$ cat config.mk
export PLATFORM = sky130hd
export DESIGN_NAME = seq_divider_flat
export DESIGN_NICKNAME = d
export VERILOG_FILES = /design/src/rtl/seq_divider_pkg.sv /design/src/rtl/seq_divider_if.sv /design/src/rtl/seq_divider_div_step.sv /design/src/rtl/seq_divider.sv /design/src/flat_wrapper.sv
export SDC_FILE = /design/constraint.sdc
export NUM_CORES = 1
export LEC_CHECK = 0
export ABC_AREA = 0
export BUFFER_PORTS_ARGS = -buffer_cell sky130_fd_sc_hd__buf_2
export CORE_AREA = 2 2 120 64
export CTS_BUF_LIST = sky130_fd_sc_hd__clkbuf_8 sky130_fd_sc_hd__clkbuf_16
export DETAILED_ROUTE_END_ITERATION = 16
export DIE_AREA = 0 0 122 66
export PLACE_DENSITY_LB_ADDON = 0.25
export SLEW_MARGIN = 0
export SYNTH_ARGS = -nofsm -noshare
export SYNTH_HDL_FRONTEND = slang
export SYNTH_HIERARCHICAL = 1
export SYNTH_SLANG_ARGS = --single-unit
export TNS_END_PERCENT = 50
$ cat constraint.sdc
create_clock -name clk -period 9.31 [get_ports clk]
set_clock_uncertainty 0.15 [all_clocks]
set_input_delay 1.862 -clock clk [delete_from_list [all_inputs] [get_ports clk]]
set_output_delay 1.862 -clock clk [all_outputs]
set_load 0.02 [all_outputs]
$ cat src/rtl/seq_divider_pkg.sv
// Shared definitions for the sequential restoring divider: FSM encodings,
// default width and the full-adder cell used by the borrow-ripple subtractor.
package seq_divider_pkg;

    localparam int unsigned WIDTH_DEF = 8;

    localparam logic [1:0] ST_IDLE = 2'd0;
    localparam logic [1:0] ST_CALC = 2'd1;
    localparam logic [1:0] ST_DONE = 2'd2;

    // Full-adder cell: returns {carry_out, sum}
    function automatic logic [1:0] full_add(input logic a, input logic b, input logic cin);
        return {(a & b) | (cin & (a ^ b)), a ^ b ^ cin};
    endfunction

endpackage

$ cat src/rtl/seq_divider_if.sv
// Start/busy/done handshake plus operand and result buses of the divider.
interface seq_divider_if
    import seq_divider_pkg::*;
    #(parameter int unsigned WIDTH = WIDTH_DEF);

    logic             start;
    logic [WIDTH-1:0] dividend;
    logic [WIDTH-1:0] divisor;
    logic             busy;
    logic             done;
    logic [WIDTH-1:0] quotient;
    logic [WIDTH-1:0] remainder;
    logic             div_by_zero;

    modport master (
        output start, dividend, divisor,
        input  busy, done, quotient, remainder, div_by_zero
    );

    modport slave (
        input  start, dividend, divisor,
        output busy, done, quotient, remainder, div_by_zero
    );

endinterface

$ cat src/rtl/seq_divider_div_step.sv
// One combinational restoring-division step: shift in the next dividend bit,
// trial-subtract the divisor with a full-adder borrow ripple, keep or restore.
module seq_divider_div_step
    import seq_divider_pkg::*;
    #(parameter int unsigned WIDTH = WIDTH_DEF)
(
    input  logic [WIDTH-1:0] rem,
    input  logic             dvd_bit,
    input  logic [WIDTH-1:0] divisor,
    output logic [WIDTH-1:0] rem_next,
    output logic             q_bit
);

    // The restored remainder is always below the divisor, so only the
    // shifted trial value needs the extra top bit.
    logic [WIDTH:0]   shifted;
    logic [WIDTH-1:0] sub_b;
    logic [WIDTH-1:0] diff;
    logic [1:0]       fa;
    logic             carry;

    assign shifted = {rem, dvd_bit};
    assign sub_b   = ~divisor;

    // Two's-complement subtract; final carry set means no borrow.
    always_comb begin
        carry = 1'b1;
        diff  = '0;
        fa    = '0;
        for (int i = 0; i < int'(WIDTH); i++) begin
            fa      = full_add(shifted[i], sub_b[i], carry);
            diff[i] = fa[0];
            carry   = fa[1];
        end
        // Top stage subtracts a zero divisor bit: carry-out reduces to a | cin
        q_bit = shifted[WIDTH] | carry;
    end

    assign rem_next = q_bit ? diff : shifted[WIDTH-1:0];

endmodule

$ cat src/rtl/seq_divider.sv
// Sequential unsigned restoring divider, one quotient bit per clock, with a
// start/busy/done handshake and held quotient/remainder/div_by_zero results.
module seq_divider
    import seq_divider_pkg::*;
    #(parameter int unsigned WIDTH = WIDTH_DEF)
(
    input  logic        clk,
    input  logic        rst,
    seq_divider_if.slave bus
);

    localparam int unsigned CNT_W = $clog2(WIDTH + 1);

    logic [1:0]       state;
    logic [1:0]       state_nx;
    logic             accept_c;
    logic             last_step_c;
    logic [WIDTH-1:0] dvd_r;
    logic [WIDTH-1:0] dsr_r;
    logic [WIDTH-1:0] rem_r;
    logic [WIDTH-1:0] quo_r;
    logic [CNT_W-1:0] cnt;
    logic [WIDTH-1:0] step_rem;
    logic             step_q;

    seq_divider_div_step #(.WIDTH(WIDTH)) u_div_step (
        .rem      (rem_r),
        .dvd_bit  (dvd_r[WIDTH-1]),
        .divisor  (dsr_r),
        .rem_next (step_rem),
        .q_bit    (step_q)
    );

    // Next-state logic; DONE accepts a new start just like IDLE
    always_comb begin
        state_nx    = state;
        accept_c    = 1'b0;
        last_step_c = 1'b0;
        case (state)
            ST_IDLE, ST_DONE: begin
                if (bus.start) begin
                    accept_c = 1'b1;
                    state_nx = (bus.divisor == '0) ? ST_DONE : ST_CALC;
                end else begin
                    state_nx = ST_IDLE;
                end
            end
            ST_CALC: begin
                if (cnt == CNT_W'(WIDTH - 1)) begin
                    last_step_c = 1'b1;
                    state_nx    = ST_DONE;
                end
            end
            default: state_nx = ST_IDLE;
        endcase
    end

    // State, datapath and registered handshake/result outputs
    always_ff @(posedge clk) begin
        if (rst) begin
            state           <= ST_IDLE;
            dvd_r           <= '0;
            dsr_r           <= '0;
            rem_r           <= '0;
            quo_r           <= '0;
            cnt             <= '0;
            bus.busy        <= 1'b0;
            bus.done        <= 1'b0;
            bus.quotient    <= '0;
            bus.remainder   <= '0;
            bus.div_by_zero <= 1'b0;
        end else begin
            state    <= state_nx;
            bus.busy <= (state == ST_CALC);
            bus.done <= (state == ST_DONE);
            if (accept_c) begin
                dvd_r <= bus.dividend;
                dsr_r <= bus.divisor;
                rem_r <= '0;
                quo_r <= '0;
                cnt   <= '0;
                if (bus.divisor == '0) begin
                    bus.quotient    <= '1;
                    bus.remainder   <= bus.dividend;
                    bus.div_by_zero <= 1'b1;
                end
            end else if (state == ST_CALC) begin
                rem_r <= step_rem;
                quo_r <= {quo_r[WIDTH-2:0], step_q};
                dvd_r <= {dvd_r[WIDTH-2:0], 1'b0};
                cnt   <= cnt + CNT_W'(1);
                if (last_step_c) begin
                    bus.quotient    <= {quo_r[WIDTH-2:0], step_q};
                    bus.remainder   <= step_rem;
                    bus.div_by_zero <= 1'b0;
                end
            end
        end
    end

endmodule

$ cat src/flat_wrapper.sv
// flat-port wrapper written by rule: the top's interface ports become plain ports
module seq_divider_flat import seq_divider_pkg::*;
#(parameter int unsigned WIDTH = WIDTH_DEF)
  (clk, rst, bus_start, bus_dividend, bus_divisor, bus_busy, bus_done, bus_quotient, bus_remainder, bus_div_by_zero);
  seq_divider_if #(.WIDTH(WIDTH)) bus_i ();
  input  logic clk;
  input  logic rst;
  input wire logic [$bits(bus_i.start)-1:0] bus_start;
  input wire logic [$bits(bus_i.dividend)-1:0] bus_dividend;
  input wire logic [$bits(bus_i.divisor)-1:0] bus_divisor;
  output wire logic [$bits(bus_i.busy)-1:0] bus_busy;
  output wire logic [$bits(bus_i.done)-1:0] bus_done;
  output wire logic [$bits(bus_i.quotient)-1:0] bus_quotient;
  output wire logic [$bits(bus_i.remainder)-1:0] bus_remainder;
  output wire logic [$bits(bus_i.div_by_zero)-1:0] bus_div_by_zero;
  assign bus_i.start = bus_start;
  assign bus_i.dividend = bus_dividend;
  assign bus_i.divisor = bus_divisor;
  assign bus_busy = bus_i.busy;
  assign bus_done = bus_i.done;
  assign bus_quotient = bus_i.quotient;
  assign bus_remainder = bus_i.remainder;
  assign bus_div_by_zero = bus_i.div_by_zero;
  seq_divider #(.WIDTH(WIDTH)) u_core (.clk(clk), .rst(rst), .bus(bus_i));
endmodule
==> results.md <==
- Outcome: complete, no violations
- Footprint of the multi-input gates: 0.00115 mm2
- Port bufs: 37
- Slowest stage cell, crit path: or2_1
- Finished Layout Cells: 398
- Asr flop ratio synth: 0%
- Pre-CTS WS: 4.80 ns
- CP required: 9.35 ns
- DP Wirelength: 4130 um
- Synth top area share: 46.1%
- Min Clock Period, post-route: 4.55 ns
- Cell Pwr Density: 194 mW/mm2
- Synthesized Nets: 305
- WP data arrival: 4.59 ns
- Full die area: 0.00805 mm2
- Top_reg_cell synth: dfxtp_1
- Max Fclk: 220 MHz
- Reg-to-reg startpoint: u_core/dvd_r[7]
- Final setup viols: 0
- Worst Path Buf+Inv: 4
- Layout net count: 329
- Final Hold Viols: 0
- Final Max Tran Viols: 0
- Hold slack final: 0.310 ns
- Post-synth design cell area: 0.00243 mm2
- Synth cell types: 31
- DP Area: 0.00262 mm2
- Leakage power: 1.07 nW
- N_diodes: 0
- Area growth, synth to finish: 13.8%
- CTS tree: yes
- Critical path launch point: u_core/dvd_r[7]
- Mapped Cells: 277
- Register area share after synthesis: 46.1%
- Reg area: 0.00112 mm2
- Synthesized flop and latch total: 56
- Count leader, synth: nand2_1
- Routed vias: 1985
- Most common cell on crit path: fa_1
- DRT iter0 DRCs: 114
- CTS buffer count: 5
- Worst hold path class: reg -> reg
- Layout cells sized above 1: 18.9%
- Cell taking the most area after synthesis: dfxtp_1
- Total GRT Usage: 15.9%
- Reg2Reg Setup Slack: 4.76 ns
- RD Place Congestion: 0.849
- Rows: 22
- Crit path cell chain: inv_1, ha_1, fa_1, fa_1, fa_1, fa_1, inv_1, fa_1, inv_1, fa_1, inv_1, fa_1, or2_1, mux2_4, nand2_1, a221oi_1, a31o_1
- Largest net degree at the start of global routing: 31
- Worst-Skew Late Latency: 0.30 ns
- CTS root buf: clkbuf_16
- Synth Warn #: 6
- Post-synth EDFFs: 0
- Top cells by area, synth: dfxtp_1 (46%), nand2_1 (12%), a21oi_1 (8.0%)
- WL/cell: 14.8 um
- CTS clock-pin slew for the worst setup and hold paths: 0.07 ns
- Clk buf depth: 2
- Die Y: 66 um
- Number of global-route vias before repair: 1855
- Max-cap violations: 0
- Clock Sinks: 56
- Setup TNS Final: 0 ns
- CORE AREA: 0.00702 mm2
- Die Wd: 122 um
- Postcts setup bufs: 0
- Routed WL: 5910 um
- Startpoint Class: flip-flop
- Cts repair resizes: 0
- Max-slew headroom: 33.0%
- Critical Path Sink Type: flip-flop
- Hold Buf Count CTS: 0
- Initial antenna violation count: 0
- Synth cell count leaders: nand2_1 (78), dfxtp_1 (56), a21oi_1 (39)
- Filler cell count: 724
- VDD IR max: 0.0903 mV
- Crit path largest cell delay: 0.40 ns
- Tcrit/Tclk final: 48.9%
- Min-Delay Startpoint: u_core/dvd_r[6]
- Tightest Pin Transition: 1.01 ns
- Via-per-instance ratio: 4.99
- Mapped Avg Cell Area: 8.78 um2
- Placed insts: 390
- Final Cell Area: 0.00277 mm2
- RSZ-0062 raised after global routing: no
- Initial core utilization: 34.7%
- I/O pins: 38
- Crit-path leading delay family: adder cells
- Drt pass-1 iters: 4
- Total Power: 0.536 mW
- First-pass GRT wire length: 9580 um
- Util after Layout: 39.4%
- Grt total ovfl: 0
- Setup Crit Path Kind: reg -> reg
- DRC Markers: 0
- Antenna Violating Nets Remaining: 0
- H-tree Lvls: 2
- Maximum fanout along the worst path: 10
- Worst setup margin: 4.76 ns
==> worst register-to-register path: cells and delay by family, from the launching register on <==
kind	cells	cell delay (ns)
AND/OR/NAND/NOR	2	0.47
adder cells (fa/ha/maj)	8	2.55
multiplexers	1	0.35
flip-flops	1	0.37
AO/OA/AOI/OAI	2	0.31
buffers and inverters	4	0.25
==> placed cells by master (no fill, tap or decap), types with 2 or more instances in the layout <==
master,count
inv_1,11
o221a_2,8
nand2b_1,2
nand2_1,78
mux2_4,2
clkinv_2,2
a21oi_1,39
nor2_1,7
a22oi_1,8
buf_2,37
a31o_1,8
nor3_1,6
ha_1,2
a221oi_1,7
nor4_1,2
and2b_1,2
xor2_1,2
fa_1,7
dfxtp_1,56
clkbuf_16,5
==> where the power goes <==
part	internal (mW)	total [mW]	switching (mW)
Clock	0.106	0.194	0.0877
Combinational	0.0313	0.0885	0.0572
Sequential	0.247	0.254	0.00626
==> state kept, by name, summed over array words and instances, names as in the netlist, 2 cells and up <==
register / flops
u_core/state: 2
u_core/dvd_r: 8
u_core/quo_r: 7
u_core/bus.remainder: 8
u_core/dsr_r: 8
u_core/rem_r: 8
u_core/cnt: 4
u_core/bus.quotient: 8
==> layout make-up <==
type | count | area share, %
Timing Repair Buffer | 37 | 6.69
Clock inverter | 2 | 0.362
Tap cell | 96 | 4.34
Inverter | 12 | 1.63
Clock buffer | 6 | 5.02
Multi-Input combinational cell | 189 | 41.5
Sequential cell | 56 | 40.5
==> kinds of logic after synthesis <==
logic type / synth area share [%]
flip-flops: 46.1
AO/OA/AOI/OAI: 20.4
AND/OR/NAND/NOR: 17.6
multiplexers: 1.23
XOR/XNOR: 1.08
adder cells (fa/ha/maj): 6.79
buffers and inverters: 6.74
==> per-layer routing <==
| layer | vias up | track usage (%) | part of all wire [%] |
|---|---|---|---|
| li1 | 995 | - | - |
| met1 | 929 | 24.4 | 53 |
| met2 | 54 | 21.0 | 38 |
| met3 | 7 | 3.88 | 8.0 |
| met4 | 0 | 5.17 | 1.3 |
| met5 | - | 0 | 0 |
==> worst paths after layout <==
| check | endpoint | cells past startpoint |
|---|---|---|
| worst max-delay path | u_core/bus.remainder[7] | 17 |
| worst min-delay path | u_core/dvd_r[6] | 2 |
| worst max register to register | u_core/bus.remainder[7] | 17 |
| worst min register to register | u_core/dvd_r[6] | 2 |
No activity file was read; power rests on OpenSTA's default activity.
